## config.mk

```make
export PLATFORM = sky130hd
export DESIGN_NAME = popcount_unary_serializer
export DESIGN_NICKNAME = d
export VERILOG_FILES = /design/src/rtl/popcount_pkg.sv /design/src/rtl/unary_slot_pattern.sv /design/src/rtl/popcount_unary_serializer.sv
export SDC_FILE = /design/constraint.sdc
export NUM_CORES = 1
export LEC_CHECK = 0
export ABC_AREA = 1
export BUFFER_PORTS_ARGS = -buffer_cell sky130_fd_sc_hd__buf_2
export CAP_MARGIN = 25
export CORE_AREA = 8 8 48 50
export CTS_BUF_LIST = sky130_fd_sc_hd__clkbuf_4
export DETAILED_ROUTE_END_ITERATION = 8
export DIE_AREA = 0 0 56 58
export GPL_ROUTABILITY_DRIVEN = 0
export GPL_TIMING_DRIVEN = 0
export PLACE_DENSITY = 0.75
export SLEW_MARGIN = 5
export SYNTH_ARGS = -nofsm -noshare
export SYNTH_HDL_FRONTEND = slang
export SYNTH_SLANG_ARGS = --single-unit
```

## constraint.sdc

```tcl
create_clock -name clk -period 2.4 [get_ports clk]
set_clock_uncertainty 0.1 [all_clocks]
set_input_delay 0.72 -clock clk [delete_from_list [all_inputs] [get_ports clk]]
set_output_delay 0.72 -clock clk [all_outputs]
set_load 0.01 [all_outputs]
```

## src/rtl/popcount_pkg.sv

```systemverilog
// -----------------------------------------------------------------------------
// popcount_pkg
// Shared definitions for the popcount / unary datapath: frame geometry, the
// serializer state encoding and the helpers that define slot placement and the
// thermometer view of a count. The compressor round-trip bench imports the same
// helpers, so both directions agree on the encoding.
// -----------------------------------------------------------------------------
package popcount_pkg;

   localparam int SLOTS   = 15;  // beats per unary frame
   localparam int COUNT_W = 4;   // width of a popcount value 0..15
   localparam int SLOT_W  = 4;   // width of the slot index 0..14

   typedef enum logic {
      IDLE = 1'b0,
      EMIT = 1'b1
   } state_t;

   // Reverse the bit order of a 4-bit value. Applied to 1..15 this is a
   // permutation of 1..15, which is what makes the spread placement exact.
   function automatic logic [3:0] bitrev4(input logic [3:0] v);
      return {v[0], v[1], v[2], v[3]};
   endfunction

   // Thermometer code: bits [c-1:0] set, upper bits clear.
   function automatic logic [14:0] count_to_therm(input logic [3:0] c);
      logic [14:0] t;
      t = '0;
      for (int i = 0; i < 15; i++) begin
         t[i] = (4'(i) < c);
      end
      return t;
   endfunction

endpackage

```

## src/rtl/unary_slot_pattern.sv

```systemverilog
// -----------------------------------------------------------------------------
// unary_slot_pattern
// Combinational placement rule: decides whether slot i_slot of a frame carrying
// i_count ones is a 1.
//   SPREAD = 0 : burst, slots 0..count-1 high
//   SPREAD = 1 : even spread, slot high when bitrev4(slot+1) <= count
// Ports:
//   i_count  popcount value 0..15
//   i_slot   slot index 0..14
//   o_bit    unary bit for that slot
// -----------------------------------------------------------------------------
module unary_slot_pattern
   import popcount_pkg::*;
#(
   parameter int SPREAD = 1
) (
   input  logic [COUNT_W-1:0] i_count,
   input  logic [SLOT_W-1:0]  i_slot,
   output logic               o_bit
);

   generate
      if (SPREAD != 0) begin : g_spread
         logic [SLOT_W-1:0] w_pos;

         // slot+1 never wraps because the slot index stops at 14.
         assign w_pos = bitrev4(i_slot + 4'd1);
         assign o_bit = (w_pos <= i_count);
      end else begin : g_burst
         assign o_bit = (i_slot < i_count);
      end
   endgenerate

endmodule

```

## src/rtl/popcount_unary_serializer.sv

```systemverilog
// -----------------------------------------------------------------------------
// popcount_unary_serializer
// Accepts one 4-bit count per valid/ready handshake and re-expands it into a
// 15-beat unary frame in which exactly `count` beats are 1. Placement is burst
// or bit-reversed spread (SPREAD). Back-to-back frames run without a bubble:
// the next count is taken on the beat that completes slot 14.
// Ports:
//   clk, rst             clock (rising edge), asynchronous active-high reset
//   in_valid/in_ready    count handshake; in_ready is combinational from
//                        out_ready on the last beat of a frame
//   in_count             popcount value 0..15, sampled only on handshake
//   out_valid/out_ready  beat handshake
//   out_bit              unary bit of the current slot
//   out_first, out_last  current beat is slot 0 / slot 14
//   out_therm            thermometer code of the latched count
//   busy                 a frame is in progress
// -----------------------------------------------------------------------------
module popcount_unary_serializer #(
   parameter int SPREAD  = 1,
   parameter int SLOTS   = 15,
   parameter int COUNT_W = 4
) (
   input  logic               clk,
   input  logic               rst,
   input  logic               in_valid,
   output logic               in_ready,
   input  logic [COUNT_W-1:0] in_count,
   output logic               out_valid,
   input  logic               out_ready,
   output logic               out_bit,
   output logic               out_first,
   output logic               out_last,
   output logic [SLOTS-1:0]   out_therm,
   output logic               busy
);

   import popcount_pkg::*;

   generate
      if (SLOTS != 15 || COUNT_W != 4) begin : g_bad_geometry
         $error("popcount_unary_serializer supports only SLOTS=15, COUNT_W=4");
      end
   endgenerate

   localparam logic [SLOT_W-1:0] LAST_SLOT = SLOT_W'(SLOTS - 1);

   state_t               r_state;
   logic [SLOT_W-1:0]    r_slot;
   logic [COUNT_W-1:0]   r_count;

   state_t               w_next_state;
   logic [SLOT_W-1:0]    w_next_slot;
   logic [COUNT_W-1:0]   w_next_count;
   logic                 w_emit;
   logic                 w_beat;
   logic                 w_frame_end;
   logic                 w_take;
   logic                 w_pattern_bit;

   unary_slot_pattern #(
      .SPREAD (SPREAD)
   ) u_pattern (
      .i_count (r_count),
      .i_slot  (r_slot),
      .o_bit   (w_pattern_bit)
   );

   always_ff @(posedge clk or posedge rst) begin
      if (rst) begin
         r_state <= IDLE;
         r_slot  <= '0;
         r_count <= '0;
      end else begin
         r_state <= w_next_state;
         r_slot  <= w_next_slot;
         r_count <= w_next_count;
      end
   end

   always_comb begin
      w_next_state = r_state;
      w_next_slot  = r_slot;
      w_next_count = r_count;

      w_emit      = (r_state == EMIT);
      w_beat      = w_emit & out_ready;
      w_frame_end = w_beat & (r_slot == LAST_SLOT);
      // rst gates in_ready directly so it is low for the whole reset window,
      // not only after the asynchronous clear has propagated to r_state.
      in_ready    = ~rst & ((r_state == IDLE) | w_frame_end);
      w_take      = in_valid & in_ready;

      out_valid = w_emit;
      busy      = w_emit;
      out_bit   = w_emit & w_pattern_bit;
      out_first = w_emit & (r_slot == '0);
      out_last  = w_emit & (r_slot == LAST_SLOT);
      out_therm = count_to_therm(r_count);

      case (r_state)
         IDLE: begin
            if (w_take) begin
               w_next_state = EMIT;
               w_next_slot  = '0;
               w_next_count = in_count;
            end
         end
         EMIT: begin
            if (w_frame_end) begin
               w_next_slot = '0;
               if (w_take) begin
                  // Zero-bubble chaining: the next frame starts on the very
                  // next cycle with the freshly latched count.
                  w_next_count = in_count;
               end else begin
                  w_next_state = IDLE;
               end
            end else if (w_beat) begin
               w_next_slot = r_slot + 4'd1;
            end
         end
         default: begin
            w_next_state = IDLE;
            w_next_slot  = '0;
         end
      endcase
   end

endmodule

```

After elaboration in Yosys (flattened, before gate mapping)
Cells that the tools add are included.
{"block": "totals", "reg_bits": 9, "word_cells": 46}
{"block": "classes", "addsub": 1, "n_lt_le_gt_ge": 16, "eq_ne": 4, "muxes": 10, "n_bitwise": 10, "reduce_logical": 2}
{"operator": "$lt 4x4->1 const A", "count": 7}
{"operator": "$mux 4", "count": 5}
{"operator": "$lt 3x4->1 const A", "count": 4}
{"operator": "$pmux 4 s2", "count": 2}
{"operator": "$lt 1x4->1 const A", "count": 2}
{"operator": "$lt 2x4->1 const A", "count": 2}
{"operator": "$and 1x1->1", "count": 7}
{"operator": "$add 4x1->4 const B", "count": 1}
{"operator": "$eq 4x4->1 const B", "count": 1}
{"operator": "$le 4x4->1", "count": 1}
{"operator": "$logic_not 4->1", "count": 1}
{"operator": "$ne 3x1->1 const B", "count": 1}
{"operator": "$mux 1", "count": 2}
{"operator": "$ne 2x1->1 const B", "count": 1}
{"operator": "$ne 2x2->1 const B", "count": 1}
{"operator": "$not 1->1", "count": 2}
{"operator": "$pmux 1 s2", "count": 1}
{"operator": "$reduce_and 2->1", "count": 1}
{"operator": "$or 1x1->1", "count": 1}

Longest topological paths before layout
{"block": "logic_depth", "ltp_word": 8, "ltp_mapped": 10, "ltp_nobuf": 9}

Hierarchy
From an unflattened synthesis, not the netlist that was laid out.
{"block": "unflattened", "hier_cells": 112, "hier_area_um2": 795.8}
{"mod": "popcount_unary_serializer", "instances": 1, "cells_per_inst": 89, "area_each_um2": 651.9, "seq_area_each_um2": 225.2}
{"mod": "unary_slot_pattern", "instances": 1, "cells_per_inst": 23, "area_each_um2": 143.9, "seq_area_each_um2": 0.0}

Worst setup path after synthesis
OpenSTA, ideal clock, no wires.
{"block": "synth_path", "path_type": "reg2out", "start": "register r_slot[0]", "end": "output port out_bit", "t_arrival_ps": 1509, "slack_ps": 71, "stages_incl_launch_ff": 9, "n_path_buf": 0, "path_cell_list": "dfrtp_1 ha_1 xor2_1 ha_1 inv_1 nor2_1 o21ai_0 nand2_1 a21oi_1"}
{"block": "synth_via", "elab_chain_len": 3}
{"item": "start: declaration", "line": "popcount_unary_serializer.sv:48", "source": "logic [SLOT_W-1:0] r_slot;"}
{"item": "start signal: assignment", "line": "popcount_unary_serializer.sv:75", "source": "r_slot <= w_next_slot;"}
{"item": "$add 4x1->4", "line": "unary_slot_pattern.sv:27", "source": "assign w_pos = bitrev4(i_slot + 4'd1);"}
{"item": "$le 4x4->1", "line": "unary_slot_pattern.sv:28", "source": "assign o_bit = (w_pos <= i_count);"}
{"item": "$and 1x1->1", "line": "popcount_unary_serializer.sv:95", "source": "out_bit = w_emit & w_pattern_bit;"}
{"item": "end: declaration", "line": "popcount_unary_serializer.sv:30", "source": "output logic out_bit,"}
No other way between the ends.

Final worst setup path
{"block": "layout_path", "start": "register r_slot[1]", "end": "output port out_bit"}
Same word-level chain as after synthesis.

==> flow_summary.yaml <==
run_status:
  outcome: "finished, violations left"
  violations: "negative setup slack"
finish:
  final_cell_count_no_fill: 148
  area_growth_pct: 32.86
  utilization: 0.5829
  fin_nets: 147
  fill_cells: 152
  diodes: 0
  drive_above_1_share: 0.3664
die:
  ioPinCount: 29
  fp.dieH_um: 58
  dieArea_um2: 3248
  core_area_um2: 1614
  start_util: 0.4388
  fp.dieW_um: 56
  rows: 15
synthesis:
  postSynthAreaPerCell_um2: 7.301
  yosysWarnings: 0
  syn_area_um2: 708.2
  synth_nets: 112
  synth_top_area_frac: 0.3180
  ys_types: 19
  synth_seq_area_share: 0.3180
  synth_area_leaders: "dfrtp_1 (32%), nand2_1 (13%), ha_1 (12%)"
  synthCells: 97
  synth_seq_cells: 9
  synth_top_area_cell: "dfrtp_1"
clock_tree:
  clk_pin_slew_worst_paths_ns: 0.06
  cts.sinks: 9
  holdBufCountCts: 0
  cts_tree: "done"
  root_buffer: "clkbuf_4"
  clk_latency_ns: 0.27
  cts_max_level: 1
  clk_path_buf_depth: 2
  numCtsBuffers: 3
place:
  post-place-ws_ns: -0.1037
  io_buffer_count: 28
  numPlacedInstances: 142
  dp_hpwl_um: 1436
timing:
  fin_crit_sh: 1.113
  max_freq_mhz: 374.3
  worst_pin_slew_ns: 0.3272
  hold_viol_final: 0
  period_needed_ns: 2.671
  finalWorstSetupSlack_ns: -0.2714
  setup_viol: 2
  rsz0062_at_grt: "yes"
  holdWs_ns: 0.3127
  slew_headroom: 0.7815
  finalSetupTns_ns: -0.2994
  maxSlewViolCount: 0
pwr:
  peakVddDrop_v: 0.0005753
  p_leak_nw: 0.5457
  p_per_area_nw_per_um2: 1348
grt:
  grt_max_degree: 16
  antenna_found_initial: 0
  overflow: 0
  grt_pass1_wl_um: 3194
  grt_pass1_vias: 741
  grt_use_total: 0.1169
worst_setup_path:
  cp.required_ns: 1.58
  cp-end-kind: "primary output"
  crit_path_start_kind: "flop"
  cp.arrival_ns: 1.85
  cp_max_fo: 3
  crit_type: "reg2out"
route:
  detail-route-antenna-nets: 0
  dr.pass1.iters: 4
  wl_per_cell_um: 12.26
  via_per_inst: 5.047
  finalWirelength_um: 1815
  vias: 747
  drt_iter0_markers: 15
  drc: 0
flow_run:
  drv_cap: 0
min_path:
  min_path_type: "in2async"
## registers in the layout, indices dropped and copies added, names as in the netlist
register / flops
r_slot: 4
busy: 1
r_count: 4
## placed cells by master (no fill, tap or decap)
cell type and n:
a21oi_2 1, o21ai_1 1, xor2_2 1, inv_2 2
buf_4 4, o21ai_0 5, nand3_1 11, nand4_2 1
nand2_2 1, nand4_1 5, nor2_1 8, clkbuf_4 4
ha_4 1, nor3_1 1, ha_2 1, nand3_2 1
buf_2 29, ha_1 5, inv_1 12, a21oi_1 2
nand2_1 24, dfrtp_1 9, nand3_4 1, nand2_4 1
## synth_stat cells
master / number
a21oi_1: 3
nand2_2: 1
xor2_1: 1
nor2_1: 8
o21ai_0: 6
nand4_1: 5
nand3_2: 1
inv_1: 12
nor3_1: 1
ha_1: 7
buf_2: 1
nand3_1: 11
nand3_4: 1
dfrtp_1: 9
inv_2: 2
buf_4: 2
nand2_1: 24
nand2_4: 1
nand4_2: 1
## stage by stage
stage / power [mW] / area, µm²
finish: 1.269 / 940.9
global route: 1.425 / 940.9
CTS: 1.264 / 937.1
detailed placement: 1.073 / 869.6
global placement: 1.044 / 869.6
floorplan: 0.7979 / 708.2
## report_power, final
part           total, mW  internal, mW  switching, mW
combinational      0.854         0.356          0.498
sequential         0.285         0.216         0.0689
clock              0.130        0.0755         0.0546
total               1.27         0.647          0.621
## final cells by class
class	instances	area (µm²)	area share
multi-input combinational	71	436.7	0.4641
sequential	9	225.2	0.2394
timing repair buffer	30	155.1	0.1649
inverter	14	52.55	0.05585
clock buffer	4	30.03	0.03191
tap	17	21.27	0.02261
buffer	3	20.02	0.02128
## critical path: stages, from the launching register on
cell and delay [ns]:
dfrtp_1 0.40, ha_2 0.20, xor2_2 0.16, ha_1 0.29
inv_1 0.06, nor2_1 0.03, o21ai_1 0.13, nand2_1 0.08
a21oi_2 0.10, buf_2 0.13
## routing by layer
metal / track usage / vias to the layer above / wire [µm]
li1: - / 383 / -
met1: 0.1321 / 325 / 787
met2: 0.1680 / 35 / 780
met3: 0.05895 / 4 / 217
met4: 0.07904 / 0 / 29
met5: 0 / - / 0
## logic make-up (layout without fill, tap and decap cells)
| family | after synthesis | in the layout | share of synthesized area |
|---|---|---|---|
| xor gates and xnor gates | 1 | 1 | 0.01237 |
| AOI/OAI and AO/OA | 9 | 9 | 0.06360 |
| DFF | 9 | 9 | 0.3180 |
| adders and majority gates | 7 | 7 | 0.1237 |
| and+or+nand+nor | 54 | 54 | 0.3799 |
| buffers and inverters | 17 | 51 | 0.1025 |
## timing repair
action / 4_1_cts / 5_1_grt
setup buffers: 2 / 0
pin swaps: 1 / 2
resized for setup: 4 / 1
setup endpoints to repair: 1 / 2
## worst paths after layout
check	from	end	slack (ns)	cells after the start
setup / recovery	r_slot[1]	out_bit	-0.27	9
hold / removal	rst	r_slot[3]	0.31	2
setup reg to reg	r_slot[0]	r_count[0]	0.91	7
hold reg to reg	r_count[2]	r_count[2]	0.43	2
max in group asynchronous	rst	r_count[3]	1.64	2
min in group clk	r_count[2]	r_count[2]	0.43	2
Note: power is estimated with default switching activity, not from simulation.
